### config.mk
export PLATFORM = sky130hd
export DESIGN_NAME = read_port_arbiter
export DESIGN_NICKNAME = d
export VERILOG_FILES = /design/src/rtl/read_port_arbiter_pkg.sv /design/src/rtl/read_port_arbiter_rr_arbiter.sv /design/src/rtl/read_port_arbiter.sv
export SDC_FILE = /design/constraint.sdc
export NUM_CORES = 1
export LEC_CHECK = 0
export CAP_MARGIN = 20
export CORE_UTILIZATION = 50
export CTS_CLUSTER_SIZE = 20
export DETAILED_ROUTE_END_ITERATION = 8
export PLACE_DENSITY_LB_ADDON = 0.05
export SLEW_MARGIN = 20
export SYNTH_ARGS = -nofsm -noshare
export SYNTH_HDL_FRONTEND = slang
export SYNTH_SLANG_ARGS = --single-unit
### constraint.sdc
create_clock -name clk -period 3.7 [get_ports clk]
set_clock_uncertainty 0.15 [all_clocks]
set_input_delay 0.925 -clock clk [delete_from_list [all_inputs] [get_ports clk]]
set_output_delay 0.925 -clock clk [all_outputs]
set_load 0.005 [all_outputs]
### src/rtl/read_port_arbiter_pkg.sv
// Shared types and helpers for the 4-row read port arbiter.
package read_port_pkg;

  typedef enum logic [1:0] {
    IDLE = 2'd0,
    WL   = 2'd1,
    GAP  = 2'd2
  } state_t;

  localparam int unsigned ROW_W = 2;
  localparam int unsigned NROW  = 4;

  // Phase counter only needs to reach max(RWL_CYCLES, GAP_CYCLES) - 1.
  function automatic int unsigned cnt_width(input int unsigned rwl_cycles,
                                            input int unsigned gap_cycles);
    int unsigned longest;
    longest = (rwl_cycles > gap_cycles) ? rwl_cycles : gap_cycles;
    return (longest <= 2) ? 1 : $clog2(longest);
  endfunction

  // Row index to one-hot wordline vector.
  function automatic logic [NROW-1:0] row_decode(input logic [ROW_W-1:0] row);
    return NROW'(1) << row;
  endfunction

endpackage

### src/rtl/read_port_arbiter_rr_arbiter.sv
// Combinational requester picker: round-robin from ptr+1 upward with wrap,
// or lowest-index-wins when READ_PORT_FIXED_PRIO_EN is defined.
module rr_arbiter #(
  parameter int unsigned NREQ = 4
) (
  input  logic [NREQ-1:0]         req,
`ifndef READ_PORT_FIXED_PRIO_EN
  input  logic [$clog2(NREQ)-1:0] ptr,
`endif
  output logic [NREQ-1:0]         grant
);

  localparam int unsigned IDX_W = $clog2(NREQ);

  logic found;

`ifdef READ_PORT_FIXED_PRIO_EN
  // Lowest set request bit wins.
  always_comb begin
    grant = '0;
    found = 1'b0;
    for (int unsigned k = 0; k < NREQ; k++) begin
      if (!found && req[IDX_W'(k)]) begin
        grant[IDX_W'(k)] = 1'b1;
        found            = 1'b1;
      end
    end
  end
`else
  int unsigned idx;

  // First set request bit after the last winner, wrapping around.
  always_comb begin
    grant = '0;
    found = 1'b0;
    idx   = 0;
    for (int unsigned k = 1; k <= NREQ; k++) begin
      idx = (32'(ptr) + k) % NREQ;
      if (!found && req[IDX_W'(idx)]) begin
        grant[IDX_W'(idx)] = 1'b1;
        found              = 1'b1;
      end
    end
  end
`endif

endmodule

### src/rtl/read_port_arbiter.sv
// Shares the single 4-row read port between NREQ requesters: picks a winner,
// holds its wordline for RWL_CYCLES, samples dout, then forces GAP_CYCLES of
// all-low wordlines before the next read.
// Optional: READ_PORT_FIXED_PRIO_EN selects fixed lowest-index priority.
module read_port_arbiter
  import read_port_pkg::*;
#(
  parameter int unsigned NREQ       = 4,
  parameter int unsigned RWL_CYCLES = 2,
  parameter int unsigned GAP_CYCLES = 1
) (
  input  logic                clk,
  input  logic                rst,
  input  logic [NREQ-1:0]     req,
  input  logic [2*NREQ-1:0]   addr,
  output logic [NREQ-1:0]     gnt,
  output logic [NREQ-1:0]     rvalid,
  output logic                rdata,
  output logic                rwl_0,
  output logic                rwl_1,
  output logic                rwl_2,
  output logic                rwl_3,
  input  logic                dout
);

  localparam int unsigned IDX_W = $clog2(NREQ);
  localparam int unsigned CNT_W = cnt_width(RWL_CYCLES, GAP_CYCLES);
  localparam logic [CNT_W-1:0] RWL_LAST = CNT_W'(RWL_CYCLES - 1);
  localparam logic [CNT_W-1:0] GAP_LAST = CNT_W'(GAP_CYCLES - 1);

  state_t           state, state_n;
  logic [CNT_W-1:0] cnt, cnt_n;
  logic [IDX_W-1:0] win, win_n;
  logic [ROW_W-1:0] row, row_n;
  logic [NROW-1:0]  rwl, rwl_n;
  logic [NREQ-1:0]  gnt_n, rvalid_n;
  logic             rdata_n;

  logic [NREQ-1:0]  pick;
  logic [IDX_W-1:0] pick_idx;
  logic [ROW_W-1:0] pick_row;

`ifndef READ_PORT_FIXED_PRIO_EN
  logic [IDX_W-1:0] ptr, ptr_n;
`endif

  rr_arbiter #(
    .NREQ (NREQ)
  ) u_arb (
    .req   (req),
`ifndef READ_PORT_FIXED_PRIO_EN
    .ptr   (ptr),
`endif
    .grant (pick)
  );

  // One-hot grant to winner index and its row address.
  always_comb begin
    pick_idx = '0;
    pick_row = '0;
    for (int unsigned i = 0; i < NREQ; i++) begin
      if (pick[IDX_W'(i)]) begin
        pick_idx = IDX_W'(i);
        pick_row = addr[i*ROW_W +: ROW_W];
      end
    end
  end

  // Next-state and next-output logic; wordlines default low every cycle.
  always_comb begin
    state_n  = state;
    cnt_n    = cnt;
    win_n    = win;
    row_n    = row;
    rwl_n    = '0;
    gnt_n    = '0;
    rvalid_n = '0;
    rdata_n  = rdata;
`ifndef READ_PORT_FIXED_PRIO_EN
    ptr_n    = ptr;
`endif
    case (state)
      IDLE: begin
        if (|req) begin
          win_n   = pick_idx;
          row_n   = pick_row;
`ifndef READ_PORT_FIXED_PRIO_EN
          ptr_n   = pick_idx;
`endif
          cnt_n   = '0;
          rwl_n   = row_decode(pick_row);
          gnt_n   = pick;
          state_n = WL;
        end
      end
      WL: begin
        if (cnt == RWL_LAST) begin
          rdata_n  = dout;
          rvalid_n = NREQ'(1) << win;
          cnt_n    = '0;
          state_n  = GAP;
        end else begin
          rwl_n = row_decode(row);
          cnt_n = cnt + CNT_W'(1);
        end
      end
      GAP: begin
        if (cnt == GAP_LAST) begin
          cnt_n   = '0;
          state_n = IDLE;
        end else begin
          cnt_n = cnt + CNT_W'(1);
        end
      end
      default: state_n = IDLE;
    endcase
  end

  // State and registered outputs; reset drops the wordline immediately.
  always_ff @(posedge clk or posedge rst) begin
    if (rst) begin
      state  <= IDLE;
      cnt    <= '0;
      win    <= '0;
      row    <= '0;
      rwl    <= '0;
      gnt    <= '0;
      rvalid <= '0;
      rdata  <= 1'b0;
    end else begin
      state  <= state_n;
      cnt    <= cnt_n;
      win    <= win_n;
      row    <= row_n;
      rwl    <= rwl_n;
      gnt    <= gnt_n;
      rvalid <= rvalid_n;
      rdata  <= rdata_n;
    end
  end

`ifndef READ_PORT_FIXED_PRIO_EN
  // Round-robin pointer; starts at NREQ-1 so requester 0 is first in line.
  always_ff @(posedge clk or posedge rst) begin
    if (rst) begin
      ptr <= IDX_W'(NREQ - 1);
    end else begin
      ptr <= ptr_n;
    end
  end
`endif

  assign rwl_0 = rwl[0];
  assign rwl_1 = rwl[1];
  assign rwl_2 = rwl[2];
  assign rwl_3 = rwl[3];

endmodule
==> summary.md <==
The die is 54.63 µm wide. In the synthesized netlist the dominant register cell turns out to be sky130_fd_sc_hd__dfrtp_1. The number of failing hold endpoints at the final stage was 0; the routed length on met2 was 1.282 mm. Setup repair after global routing left no endpoint under its margin.

The worst register-to-register path has a depth of 9. The core region is 2545 µm². The final RePlAce weighted congestion was 0.8498. STA puts the critical path data arrival time at 3.54 ns. The flow ran to the end, and the final reports show no timing, DRC or antenna violations. For the worst setup path, the data required time is 3.74 ns. Along the worst path, the maximum fanout reaches 8. After layout, the minimum clock period comes to 3.503 ns. The area growth from synthesis to layout was 28.09%; the final setup violation count was 0. Dividing the final minimum period by the clock period gives 94.68%. Across every metal layer, demand over resource in global routing totals 21.92%. The H-tree depth was 1.

For this configuration, the core starts out at a cell density of 54.42%. For this run the aggregate overflow at the end of global routing stands at 0. The placed instances occupy a cell area of 1722 µm².

After clock tree synthesis, the flow added hold-fix buffers numbering 0. Clock tree synthesis selected as its root buffer the cell sky130_fd_sc_hd__clkbuf_4. The worst setup slack after placement is -0.09802 ns.

The part of the Yosys area used for sequential elements is 39.93%, and the final design area excluding fillers is 1774 µm². The repair_antennas step left the layout with diodes totalling 0. The logs give 0.48 ns for the setup slack of the worst register-to-register path and 190 for the final-stage net count. The synthesized netlist devotes 20.60% of its cell area to simple gates.

The buffer levels on the longest clock path is 2. TritonCTS built the clock tree. The slew at the pin with the worst max-slew slack is 0.8135 ns, and the upper clock frequency limit is 0.2855 GHz.

After synthesis, the largest family of logic cells by area is simple AND/OR/NAND/NOR gates. The run gives 0.1968 ns as the worst path setup slack after routing. The die covers 2984 µm². In this run the static leakage power is 0.8134 nW.

In this run, post-CTS repair resized a total of 0 instances. The number of synthesized register bits is 22, and the final antenna-violating net count is 0. The worst-case IR drop observed on VDD is 0.5685 mV. The worst hold path terminates at rvalid[2]$_DFF_PP0_. The tools report the startpoint of the worst-slack reg-to-reg timing path as ptr[0]$_DFFE_PP1P_. The fraction of layout instances using a drive strength above 1 is 14.46%, and the overall routed net length is 2.810 mm. The xor and xnor area share after synthesis was 0.6323%. The number of nets in the synthesized netlist is 155.

The first global-routing pass estimated 4.650 mm of wire. The cell type with the highest aggregate area in the netlist was sky130_fd_sc_hd__dfrtp_1. For the number of vias after detailed routing, the log shows 1091. Entering global routing, the biggest net connects 23 pins. The total count of max-transition violations in the final report was 0.

The tools report the endpoint of the worst-slack reg-to-reg timing path as rwl[3]$_DFF_PP0_. After detailed routing, the number of remaining DRC violations is 0. After floorplanning, the core was divided into 18 placement rows. The tools report the violation count after the first detailed-routing iteration as 33. The clock latency on the worst-skew pair is 0.31 ns. The min-delay analysis places its worst path in the category reg -> reg. During I/O placement, the number of pins put on the boundary was 28. The register area was 553.0 µm²; the fraction of synthesized area in multiplexers was 11.47%. In the final layout, the multi-input gates occupy 767.0 µm².

The mean number of vias per cell is 5.566. The tool flagged a number of max-cap violations equal to 0. The critical path in this run is classified as in -> reg. Summing the areas of all compound-gate instances in the mapped netlist gives 15.45% of the synthesized area. Headroom to the max-slew limit came out at 45.70%. The count of cells along the worst hold path is 1, and the proportion of synthesized flip-flops having asynchronous set or reset is 100.0%. The logs give 193 for the count of fill cells added during filler insertion and 132 for the gate count after technology mapping. Wire segments on met3 add up to 106 µm in the final route.

The number of flops mapped to enable cells by yosys is 0. The port buffer count is 27. In this run the top signal layer used is met3. After Yosys synthesis, full adders, half adders and majority gates account for 7.227% of the synthesized area. The critical path launch point type is an input port. After synthesis the cells add up to 1385 µm². In the final routed layout, each cell accounts on average for 14.34 µm. Met1 wire length: 1.421 mm. In the layout the commonest cells are 27 x sky130_fd_sc_hd__clkdlybuf4s50_1, 20 x sky130_fd_sc_hd__dfrtp_1, 17 x sky130_fd_sc_hd__nand2_1, 10 x sky130_fd_sc_hd__nor2_1, 9 x sky130_fd_sc_hd__buf_4.

For this run, the number of Yosys warnings is 0. Once detailed placement completed, the half-perimeter wirelength came to 2.101 mm. The first TritonRoute pass finished after 4 iterations.

By area the synthesized netlist is led by sky130_fd_sc_hd__dfrtp_1 36%, sky130_fd_sc_hd__ha_1 7.2%, sky130_fd_sc_hd__nand2_1 4.6%. After clock tree synthesis, the clock-pin slew on the worst setup and hold paths is 0.13 ns. Most common library cell in the layout ignoring fill and taps: sky130_fd_sc_hd__clkdlybuf4s50_1. The tools report the clock buffer count from CTS as 3. The number of setup buffers added after CTS came out at 0. Averaged over all synthesized cells, the footprint is 10.49 µm².

Synthesis instantiated 49 different standard cells from the library. The worst hold path begins at win[0]$_DFFE_PP0P_. The clock sink total was 22. The aggregate negative setup slack was 0 ns.

Number of global-route vias before repair: 1054. The power density relative to cell area is 928.8 nW/µm². Measured along the y axis, the die boundary spans 54.63 µm. The share of the synthesized area in the top cell type was 36.13%.

The capturing element type of the critical path was a flip-flop. Number of antenna violations at the first check in global routing: 0.
report_power, final:
part / total [W] / switching, W / internal [W]
logic: 0.00104 / 0.000519 / 0.000526
registers: 0.000419 / 0.0000731 / 0.000346
clock network: 0.000184 / 0.0000744 / 0.000110
cells by family (layout without fill, tap and decap cells):
logic type	count (synthesis)	in the layout
mux	10	10
compound gates	26	26
buf+inv	13	47
flops	22	22
xor+xnor	1	1
simple gates	52	52
fa+ha+maj	8	8
layout make-up:
| type | count | share of cell area (%) |
|---|---|---|
| multi-input combinational | 97 | 43.23 |
| sequential | 22 | 31.17 |
| timing repair buffer | 36 | 19.04 |
| tap | 30 | 2.116 |
| clock inverter | 1 | 1.693 |
| inverter | 7 | 1.481 |
| clock buffer | 3 | 1.269 |
registers in the layout, indices dropped and copies added, names as in the netlist:
signal / count
win: 2
state: 2
row: 2
ptr: 2
rvalid: 4
rwl: 4
gnt: 4
rdata: 1
cnt: 1
worst max-delay path, stage by stage:
cell	delay [ns]
sky130_fd_sc_hd__clkdlybuf4s50_1	0.51
sky130_fd_sc_hd__mux4_1	0.56
sky130_fd_sc_hd__nor4bb_1	0.17
sky130_fd_sc_hd__buf_4	0.15
sky130_fd_sc_hd__a2111oi_4	0.52
sky130_fd_sc_hd__nand2_1	0.14
sky130_fd_sc_hd__o311ai_1	0.44
sky130_fd_sc_hd__o21ai_1	0.13
cells in the mapped netlist (2+ instances only):
cell	count
sky130_fd_sc_hd__nor2_1	10
sky130_fd_sc_hd__clkbuf_1	3
sky130_fd_sc_hd__mux2i_1	5
sky130_fd_sc_hd__o22ai_1	3
sky130_fd_sc_hd__o21ai_1	2
sky130_fd_sc_hd__ha_1	8
sky130_fd_sc_hd__nand2b_1	3
sky130_fd_sc_hd__o21a_1	3
sky130_fd_sc_hd__nand2_1	17
sky130_fd_sc_hd__and3b_1	2
sky130_fd_sc_hd__buf_6	2
sky130_fd_sc_hd__a21boi_0	2
sky130_fd_sc_hd__dfrtp_1	20
sky130_fd_sc_hd__mux4_1	2
sky130_fd_sc_hd__mux4_2	2
sky130_fd_sc_hd__nor4_1	2
sky130_fd_sc_hd__a31o_1	2
sky130_fd_sc_hd__dfstp_2	2
sky130_fd_sc_hd__nor3_1	2
sky130_fd_sc_hd__nor3b_1	2
sky130_fd_sc_hd__inv_1	7
sky130_fd_sc_hd__a21oi_1	2
sky130_fd_sc_hd__nand3_1	3
metal layers:
layer | up-vias | GRT usage (%)
li1 | 546 | -
met1 | 518 | 31.13
met2 | 27 | 34.94
met3 | 0 | 5.278
met4 | 0 | 1.709
met5 | - | 0
how the worst max path moves through the flow:
stage	cells past startpoint	startpoint	to	slack, ns
after floorplan	11	ptr[1]$_DFFE_PP1P_	rwl[0]$_DFF_PP0_	0.56
after global placement	9	req[1]	rwl[0]$_DFF_PP0_	-0.03
after detailed placement	8	req[1]	rwl[3]$_DFF_PP0_	-0.1
after CTS	8	req[1]	rwl[3]$_DFF_PP0_	0.24
after global routing	8	req[2]	rwl[3]$_DFF_PP0_	0.04
final	8	req[1]	rwl[3]$_DFF_PP0_	0.20
per-stage QoR:
stage / power (W) / std cells / utilization [%] / hold WS [ns]
2_1_floorplan: 0.001169 / 132 / - / 0.2997
3_3_place_gp: 0.001446 / 192 / 67.65 / 0.3308
3_5_place_dp: 0.001466 / 192 / 67.65 / 0.3479
4_1_cts: 0.001656 / 196 / 69.71 / 0.3660
5_1_grt: 0.001794 / 196 / 69.71 / 0.3955
6_report: 0.001648 / 196 / 69.71 / 0.3685
Power figures use the tool's default switching activity.
